### src/rtl/fft_pkg.sv
// Shared definitions for the FFT datapath: sizes, the packed complex
// sample, the output-stage FSM encoding and the bit-reversal helper.
package fft_pkg;

    localparam int FFT_N_DEF   = 16;
    localparam int FFT_DW_DEF  = 8;
    localparam int CMD_WIDTH   = $clog2(FFT_N_DEF);

    // One complex sample, real part in the upper half.
    typedef struct packed {
        logic [FFT_DW_DEF-1:0] i;
        logic [FFT_DW_DEF-1:0] q;
    } cplx_t;

    // Output streaming FSM.
    typedef enum logic {
        IDLE   = 1'b0,
        STREAM = 1'b1
    } out_state_t;

    // Reverse the low nbits bits of k; bits above nbits come back as zero.
    function automatic logic [31:0] bitrev(input logic [31:0] k, input int unsigned nbits);
        logic [31:0] r;
        r = '0;
        for (int unsigned b = 0; b < 32; b++) begin
            if (b < nbits) r[nbits - 1 - b] = k[b];
        end
        return r;
    endfunction

endpackage

### src/rtl/fft_bank_ram.sv
// One result bank: DEPTH words, synchronous write, combinational read.
// Contents are not reset; every frame overwrites what it needs.
module fft_bank_ram #(
    parameter int DEPTH  = 16,
    parameter int WIDTH  = 16,
    parameter int ADDR_W = 4
) (
    input  logic              clk,
    input  logic              we,
    input  logic [ADDR_W-1:0] waddr,
    input  logic [WIDTH-1:0]  wdata,
    input  logic [ADDR_W-1:0] raddr,
    output logic [WIDTH-1:0]  rdata
);

    logic [WIDTH-1:0] mem [DEPTH];

    // Store a word on a write strobe.
    always_ff @(posedge clk) begin
        if (we) mem[waddr] <= wdata;
    end

    assign rdata = mem[raddr];

endmodule

### src/rtl/fft_result_out.sv
// Double-buffered FFT result reorder/stream stage. The core fills one bank
// at bit-reversed addresses and closes it with frame_done; the other bank
// is read out in natural frequency order on a valid/ready stream.
//
// Stream handshake: a beat transfers on a rising clk edge where out_valid
// and out_ready are both 1. While out_valid=1 and out_ready=0 the beat
// (out_i, out_q, out_index, out_last) is held unchanged. out_valid never
// depends combinationally on out_ready.
module fft_result_out
    import fft_pkg::*;
#(
    parameter int N          = 16,
    parameter int DATA_WIDTH = 8,
    parameter int BITREV     = 1
) (
    input  logic                    clk,
    input  logic                    rst_n,
    input  logic                    wr_en,
    input  logic [$clog2(N)-1:0]    wr_addr,
    input  logic [2*DATA_WIDTH-1:0] wr_data,
    input  logic                    frame_done,
    output logic                    in_ready,
    output logic                    overflow,
    output logic                    out_valid,
    input  logic                    out_ready,
    output logic [DATA_WIDTH-1:0]   out_i,
    output logic [DATA_WIDTH-1:0]   out_q,
    output logic [$clog2(N)-1:0]    out_index,
    output logic                    out_last
);

    localparam int AW  = $clog2(N);
    localparam int DW2 = 2 * DATA_WIDTH;

    logic [1:0]     full;
    logic [1:0]     full_nxt;
    logic           wr_bank;
    logic           rd_bank;
    out_state_t     state;
    logic [AW-1:0]  cnt;
    logic [AW-1:0]  rd_addr;
    logic [DW2-1:0] rdata0;
    logic [DW2-1:0] rdata1;
    logic [DW2-1:0] rd_data;
    logic [DW2-1:0] out_data;
    logic           we0;
    logic           we1;
    logic           accept_done;
    logic           drain_done;

    // A bank only accepts writes while it is still open (not full).
    assign we0 = wr_en && (wr_bank == 1'b0) && !full[0];
    assign we1 = wr_en && (wr_bank == 1'b1) && !full[1];

    // frame_done closes the open bank; it is dropped if that bank is still full.
    assign accept_done = frame_done && !full[wr_bank];
    // Final beat of the frame leaves the read bank.
    assign drain_done  = (state == STREAM) && out_valid && out_ready && out_last;

    assign in_ready = !full[wr_bank];

    // cnt is 0 while idle, so the IDLE load naturally fetches bin 0.
    assign rd_addr = (BITREV != 0) ? AW'(bitrev(32'(cnt), AW)) : cnt;
    assign rd_data = rd_bank ? rdata1 : rdata0;

    assign out_i = out_data[DW2-1:DATA_WIDTH];
    assign out_q = out_data[DATA_WIDTH-1:0];

    fft_bank_ram #(.DEPTH(N), .WIDTH(DW2), .ADDR_W(AW)) u_bank0 (
        .clk   (clk),
        .we    (we0),
        .waddr (wr_addr),
        .wdata (wr_data),
        .raddr (rd_addr),
        .rdata (rdata0)
    );

    fft_bank_ram #(.DEPTH(N), .WIDTH(DW2), .ADDR_W(AW)) u_bank1 (
        .clk   (clk),
        .we    (we1),
        .waddr (wr_addr),
        .wdata (wr_data),
        .raddr (rd_addr),
        .rdata (rdata1)
    );

    // Next full flags: a drain clear and a frame_done set can land together.
    always_comb begin
        full_nxt = full;
        if (drain_done)  full_nxt[rd_bank] = 1'b0;
        if (accept_done) full_nxt[wr_bank] = 1'b1;
    end

    // Bank ownership flags and the overflow pulse.
    always_ff @(posedge clk or negedge rst_n) begin
        if (!rst_n) begin
            full     <= 2'b00;
            wr_bank  <= 1'b0;
            rd_bank  <= 1'b0;
            overflow <= 1'b0;
        end else begin
            full     <= full_nxt;
            overflow <= frame_done && full[wr_bank];
            if (accept_done) wr_bank <= ~wr_bank;
            if (drain_done)  rd_bank <= ~rd_bank;
        end
    end

    // Output FSM: wait for a full bank, then stream bins 0..N-1 in order.
    always_ff @(posedge clk or negedge rst_n) begin
        if (!rst_n) begin
            state     <= IDLE;
            cnt       <= '0;
            out_valid <= 1'b0;
            out_last  <= 1'b0;
            out_index <= '0;
            out_data  <= '0;
        end else begin
            case (state)
                IDLE: begin
                    if (full[rd_bank]) begin
                        out_data  <= rd_data;
                        out_index <= '0;
                        out_last  <= 1'b0;
                        out_valid <= 1'b1;
                        cnt       <= AW'(1);
                        state     <= STREAM;
                    end
                end
                STREAM: begin
                    if (out_valid && out_ready) begin
                        if (out_last) begin
                            out_valid <= 1'b0;
                            out_last  <= 1'b0;
                            cnt       <= '0;
                            state     <= IDLE;
                        end else begin
                            out_data  <= rd_data;
                            out_index <= cnt;
                            out_last  <= (cnt == AW'(N - 1));
                            cnt       <= cnt + AW'(1);
                        end
                    end
                end
                default: state <= IDLE;
            endcase
        end
    end

endmodule
### config.mk
export PLATFORM = sky130hd
export DESIGN_NAME = fft_result_out
export DESIGN_NICKNAME = d
export VERILOG_FILES = /design/src/rtl/fft_pkg.sv /design/src/rtl/fft_bank_ram.sv /design/src/rtl/fft_result_out.sv
export SDC_FILE = /design/constraint.sdc
export NUM_CORES = 1
export LEC_CHECK = 0
export ABC_AREA = 1
export BUFFER_PORTS_ARGS = -buffer_cell sky130_fd_sc_hd__buf_2
export CORE_MARGIN = 4
export CORE_UTILIZATION = 55
export DETAILED_ROUTE_END_ITERATION = 10
export GPL_TIMING_DRIVEN = 0
export PLACE_DENSITY = 0.67
export SYNTH_ARGS = -nofsm -noshare
export SYNTH_HDL_FRONTEND = slang
export SYNTH_SLANG_ARGS = --single-unit
export TNS_END_PERCENT = 20
### constraint.sdc
create_clock -name clk -period 2.3 [get_ports clk]
set_input_delay 0.345 -clock clk [delete_from_list [all_inputs] [get_ports clk]]
set_output_delay 0.345 -clock clk [all_outputs]
set_load 0.01 [all_outputs]
# Word-level counts from Yosys, hierarchy flattened
# Memory sizes are Yosys's and may differ from the RTL's.
# Cells that the tools add are included.
[classes]
mux = 39
n_reduce_logical = 18
add_sub_neg = 1
n_bitwise = 6
n_lt_le_gt_ge = 4
eq_ne = 5
[ops]
columns = ["op", "n"]
rows = [
  ["16-bit 2-to-1 mux", 4],
  ["16-bit one-hot mux with 2 select lines", 1],
  ["4-bit 2-to-1 mux", 6],
  ["1-bit 2-to-1 mux", 19],
  ["4-bit one-hot mux with 2 select lines", 2],
  ["1-bit logical AND", 12],
  ["2-bit inequality test, second input constant", 3],
  ["1-bit one-hot mux with 2 select lines", 3],
  ["3-bit AND reduction", 2],
  ["4-bit by 1-bit adder with 4-bit output, second input constant", 1],
  ["4-bit == test, second input constant", 1],
  ["1-bit by 2-bit less-than comparator with 1-bit output, second input constant", 2],
  ["2-bit 2-to-1 mux", 2],
  ["1-bit logical NOT", 3],
  ["1-bit NOT", 3],
  ["2-bit bitwise AND", 1],
  ["1-bit demux with 1-bit select", 2],
  ["1-bit >= comparator, second input constant", 2],
  ["2-bit by 1-bit inequality test with 1-bit output, second input constant", 1],
  ["2-bit NOT", 1],
  ["2-bit OR", 1],
  ["2-bit AND reduction", 1],
]
[word_totals]
input_bits = 25
ff_bits = 32
out_inout_bits = 24
word_cells = 85
mem_bits_rw = 512
memories = 2
[mem_list]
columns = ["name", "words", "width", "rd", "rd_clocked_by_memory_dff", "wr", "line_no", "text"]
rows = [
  ["u_bank0.mem", 16, 16, 1, 0, 1, "fft_bank_ram.sv:16", "logic [WIDTH-1:0] mem [DEPTH];"],
  ["u_bank1.mem", 16, 16, 1, 0, 1, "fft_bank_ram.sv:16", ""],
]

# Longest topological paths before layout
[logic_depth]
ltp_word = 9
ltp_mapped = 12
depth_no_buf = 9

# Cells and area by module
# From an unflattened synthesis, not the netlist that was laid out.
[hier_totals]
hier_cells = 2327
area_unflattened_um2 = 23744.0
[modules_own_cells]
columns = ["module", "n_inst", "cells_each", "area_per_inst_um2"]
rows = [
  ["fft_bank_ram", 2, 1058, 11060.6],
  ["fft_result_out", 1, 211, 1622.8],
]

# Worst setup path after synthesis
# Ideal clock, no wire load.
[synth_path]
path_kind = "flip-flop to flip-flop"
start = "register wr_bank"
end = "memory u_bank0.mem[15][0] (enable)"
slack_ns = 0.310
arrival_time_ns = 1.601
period_less_slack_ns = 1.990
path_stages_with_launch = 5
path_buffers = 1
path_cell_list = "dfrtp_1 inv_1 nand3_1 clkbuf_1 nor2_1"
[synth_via]
elab_chain_len = 5
[synth_lines]
columns = ["item", "line_no", "text"]
rows = [
  ["from (decl)", "fft_result_out.sv:37", "logic wr_bank;"],
  ["from (signal assigned)", "fft_result_out.sv:104", "if (accept_done) wr_bank <= ~wr_bank;"],
  ["1-bit NOT", "fft_result_out.sv:52", "assign we0 = wr_en && (wr_bank == 1'b0) && !full[0];"],
  ["1-bit logical AND (2 in a row)", "fft_result_out.sv:52", ""],
  ["1-bit 2-to-1 mux", "fft_bank_ram.sv:20", "if (we) mem[waddr] <= wdata;"],
  ["1-bit 2-to-1 mux (implied by the code)", "fft_bank_ram.sv:20", ""],
  ["to (decl)", "fft_bank_ram.sv:16", ""],
]
# No other way between the ends.

# Final worst setup path
[layout_path]
start = "register full[1]"
end = "memory u_bank1.mem[14][6] (enable)"
[layout_via]
elab_chain_len = 4
[layout_lines]
columns = ["item", "line_no", "text"]
rows = [
  ["from (decl)", "fft_result_out.sv:35", "logic [1:0] full;"],
  ["from (signal assigned)", "fft_result_out.sv:102", "full <= full_nxt;"],
  ["1-bit logical NOT", "fft_result_out.sv:53", "assign we1 = wr_en && (wr_bank == 1'b1) && !full[1];"],
  ["1-bit logical AND", "fft_result_out.sv:53", ""],
  ["1-bit 2-to-1 mux", "fft_bank_ram.sv:20", ""],
  ["1-bit 2-to-1 mux (implied by the code)", "fft_bank_ram.sv:20", ""],
  ["to (decl)", "fft_bank_ram.sv:16", ""],
]
# No other way between the ends.

==> flow_summary.toml <==
[layout]
seqCellArea_um2 = 16180
flow.area_growth_from_synthesis_pct = 15.56
fill_cells = 3168
drive_above_1_share = 0.1242
diodes = 0
final_core_utilization = 0.6453
multi_input_area_um2 = 5527
layoutNonFillerInstCount = 2867
final_net_count = 2318

[logic_synthesis]
post-synth-top-area-cell = "sky130_fd_sc_hd__edfxtp_1"
netlist_top_cells_area = "sky130_fd_sc_hd__edfxtp_1 (67%), sky130_fd_sc_hd__nand2_1 (14%), sky130_fd_sc_hd__nand3_1 (7.1%)"
synth.most_common_cell = "sky130_fd_sc_hd__nand2_1"
ys_ff_latch = 544
synth-async-reset-ratio = 0.05882
post_synth.cell_area_avg_um2 = 10.65
synth.distinct_cells = 26
synthCells = 2145
synth_seq_area_share = 0.7079
yosys_most_used_dff = "sky130_fd_sc_hd__edfxtp_1"
synthesized_area_um2 = 22850
synth_edf_count = 512
syn_nets = 2171
yosys-top-cells-count = "sky130_fd_sc_hd__nand2_1 (869), sky130_fd_sc_hd__edfxtp_1 (512), sky130_fd_sc_hd__nand3_1 (324)"
warning_count_from_the_yosys_run = 0
yosys.area.top_type_share = 0.6728

[die]
std_cell_rows = 74
core_area_um2 = 40920
die_w_um = 211.8
initial_util = 0.5584
floorplan.die.height_um = 211.8
fp.dieArea_um2 = 44870
pin_count = 49

[critical_path]
ff2ff_path_depth = 4
cp_max_fo = 10
critical_path.slowest_cell = "sky130_fd_sc_hd__nor2_2"
crit_required_ns = 2.60
critical_path.reg2reg.startpoint = "full[1]"
timing.critical_path.arrival_ns = 2.60
worstSetupStartpointType = "register"
setup.reg_to_reg.worst_slack_ns = 0.0004
critPathKind = "register to register"
end_kind = "register"
worstReg2RegEnd = "u_bank1.mem[14][6]"
cp_cell_sequence = "inv_1, nand3_1, nor2_2, buf_8"
slowest_delay_ns = 0.89

[sta]
setup_violations = 0
slew_violations = 0
finalWorstPathRequiredPeriod_ns = 2.300
final_critical_path_setup_slack_ns = 0.0004143
post-route-period-util = 0.9998
finalHoldViolations = 0
worst_pin_slew_ns = 0.9731
rsz0062_at_grt = "yes"
finalSetupTns_ns = 0
slew-limit-headroom = 0.3513
worst_clock_skew_ns = 0.01930
final.hold.worst_slack_ns = 0.1368
timing.fmax_mhz = 434.9

[cts]
cts.htree.levels = 2
cts_tree = "yes"
clock_tree.buffer_depth = 3
insertion_delay_ns = 0.60
clkTransAtPathRegs_ns = 0.07
clock_sink_count = 544
cts_inserted_buffers = 56
clock_tree.root_cell = "sky130_fd_sc_hd__clkbuf_16"

[hold_path]
worst_hold_path_type = "primary input to register"
whs_path_depth = 4
min_delay_worst_endpoint = "state"
hold_path.startpoint = "out_ready"

[placement]
dpl_worst_slack_ns = -0.2876
finalWeightedCongestion = 1.011
port_buffer_cells = 48
place_inst = 2755
hpwlAfterDp_mm = 50.21

[flow_run]
drv_cap = 0

[route]
firstDrtPassIters = 6
wire_length_per_cell_um = 26.18
postRouteAntennaNets = 0
detail_route.drc_violations = 0
dr_total_vias = 16700
first_iter_violations = 2494
routed_wirelength_mm = 75.06
routed_via_density = 5.825

[grt]
grt-ovfl-total = 0
grt_pass1_vias = 15470
global_route.usage.total = 0.3355
antenna_found_initial = 0
grt_pass1_wl_mm = 106.7
grt_max_degree = 33

[pwr]
power_density_nw_per_um2 = 1214
static-leakage-power_nw = 10.79
vdd_ir_drop_max_uv = 741.9

[run_status]
status = "completed"
-- kinds of logic after synthesis --
family | Yosys count | share of synthesized area
buf+inv | 300 | 0.05618
simple gates | 1260 | 0.2252
xor+xnor | 2 | 0.0007667
fa+ha+maj | 1 | 0.0005475
compound gates | 38 | 0.009418
flops | 544 | 0.7079
-- worst max-delay path by stage --
stage	startpoint	to	slack, ns	cells past startpoint
3_3_place_gp	wr_en	u_bank1.mem[12][0]	-1.15	4
6_report	full[1]	u_bank1.mem[14][6]	0.0004	4
3_5_place_dp	cnt[1]	out_data[12]	-0.29	7
2_1_floorplan	wr_bank	u_bank0.mem[15][0]	0.31	4
5_1_grt	full[1]	u_bank1.mem[14][6]	-0.06	4
4_1_cts	full[1]	u_bank1.mem[0][13]	-0.22	5
-- layout by cell type (no fill, tap or decap), types with 2 or more instances in the layout --
| master | instances |
|---|---|
| sky130_fd_sc_hd__nor2_1 | 32 |
| sky130_fd_sc_hd__clkinvlp_4 | 4 |
| sky130_fd_sc_hd__clkbuf_4 | 4 |
| sky130_fd_sc_hd__xor2_1 | 2 |
| sky130_fd_sc_hd__nand3_1 | 324 |
| sky130_fd_sc_hd__clkbuf_16 | 57 |
| sky130_fd_sc_hd__nand2_1 | 869 |
| sky130_fd_sc_hd__nor2_4 | 12 |
| sky130_fd_sc_hd__inv_1 | 177 |
| sky130_fd_sc_hd__dfrtp_1 | 32 |
| sky130_fd_sc_hd__clkbuf_2 | 8 |
| sky130_fd_sc_hd__a21oi_1 | 3 |
| sky130_fd_sc_hd__buf_2 | 98 |
| sky130_fd_sc_hd__dlygate4sd3_1 | 2 |
| sky130_fd_sc_hd__inv_2 | 6 |
| sky130_fd_sc_hd__nor2_2 | 21 |
| sky130_fd_sc_hd__buf_4 | 23 |
| sky130_fd_sc_hd__bufinv_16 | 7 |
| sky130_fd_sc_hd__buf_1 | 14 |
| sky130_fd_sc_hd__o211ai_1 | 4 |
| sky130_fd_sc_hd__buf_6 | 5 |
| sky130_fd_sc_hd__clkinv_2 | 8 |
| sky130_fd_sc_hd__buf_12 | 3 |
| sky130_fd_sc_hd__buf_8 | 22 |
| sky130_fd_sc_hd__buf_16 | 8 |
| sky130_fd_sc_hd__edfxtp_1 | 512 |
| sky130_fd_sc_hd__o21ai_0 | 11 |
| sky130_fd_sc_hd__clkbuf_1 | 23 |
| sky130_fd_sc_hd__o21ai_1 | 17 |
| sky130_fd_sc_hd__clkinv_1 | 19 |
-- flip-flops by register name, indices dropped and copies added, names as in the netlist --
name / cells
rd_bank: 1
wr_bank: 1
u_bank0.mem: 256
out_last: 1
out_data: 16
u_bank1.mem: 256
cnt: 4
full: 2
overflow: 1
out_index: 4
out_valid: 1
state: 1
-- per-stage QoR --
step / area, um2 / power, W
CTS: 26350 / 0.03171
detailed placement: 24400 / 0.02282
finish: 26410 / 0.03206
global route: 26410 / 0.03332
floorplan: 22850 / 0.01803
global placement: 23760 / 0.02262
-- worst max-delay path: cells and delay by family, from the launching register on --
family	cells	cell delay, ns
simple gates	2	1.25
flops	1	0.38
buf+inv	2	0.35
-- what timing repair did --
item                                   in CTS  in global routing
setup endpoints to repair                 149                200
hold buffers                                2                  0
pin swaps                                   4                  0
endpoints found under the hold margin      33                  0
setup buffers                               9                  0
gates resized for setup                    10                 29
-- layer usage --
layer,GRT usage,up-vias,part of all wire
met5,0,-,0
met3,0.09425,188,0.13
met4,0.1259,0,0.043
met1,0.4764,8023,0.38
met2,0.5007,1094,0.44
li1,-,7395,-
-- power breakdown --
group	total [W]	internal, W	leakage (nW)	switching, W
registers	0.0113	0.0112	4.98	0.000174
logic	0.0117	0.00302	4.93	0.00870
clock network	0.00900	0.00528	0.872	0.00372
total	0.0321	0.0195	10.8	0.0126
-- area by class of cell --
| class | count | area share |
|---|---|---|
| buffer | 114 | 0.02336 |
| clock buffer | 64 | 0.05501 |
| clock inverter | 37 | 0.01336 |
| inverter | 186 | 0.02653 |
| multi-input combinational | 1301 | 0.2093 |
| sequential | 544 | 0.6126 |
| tap | 532 | 0.02521 |
| timing repair buffer | 89 | 0.03468 |
Power figures use the tool's default switching activity.
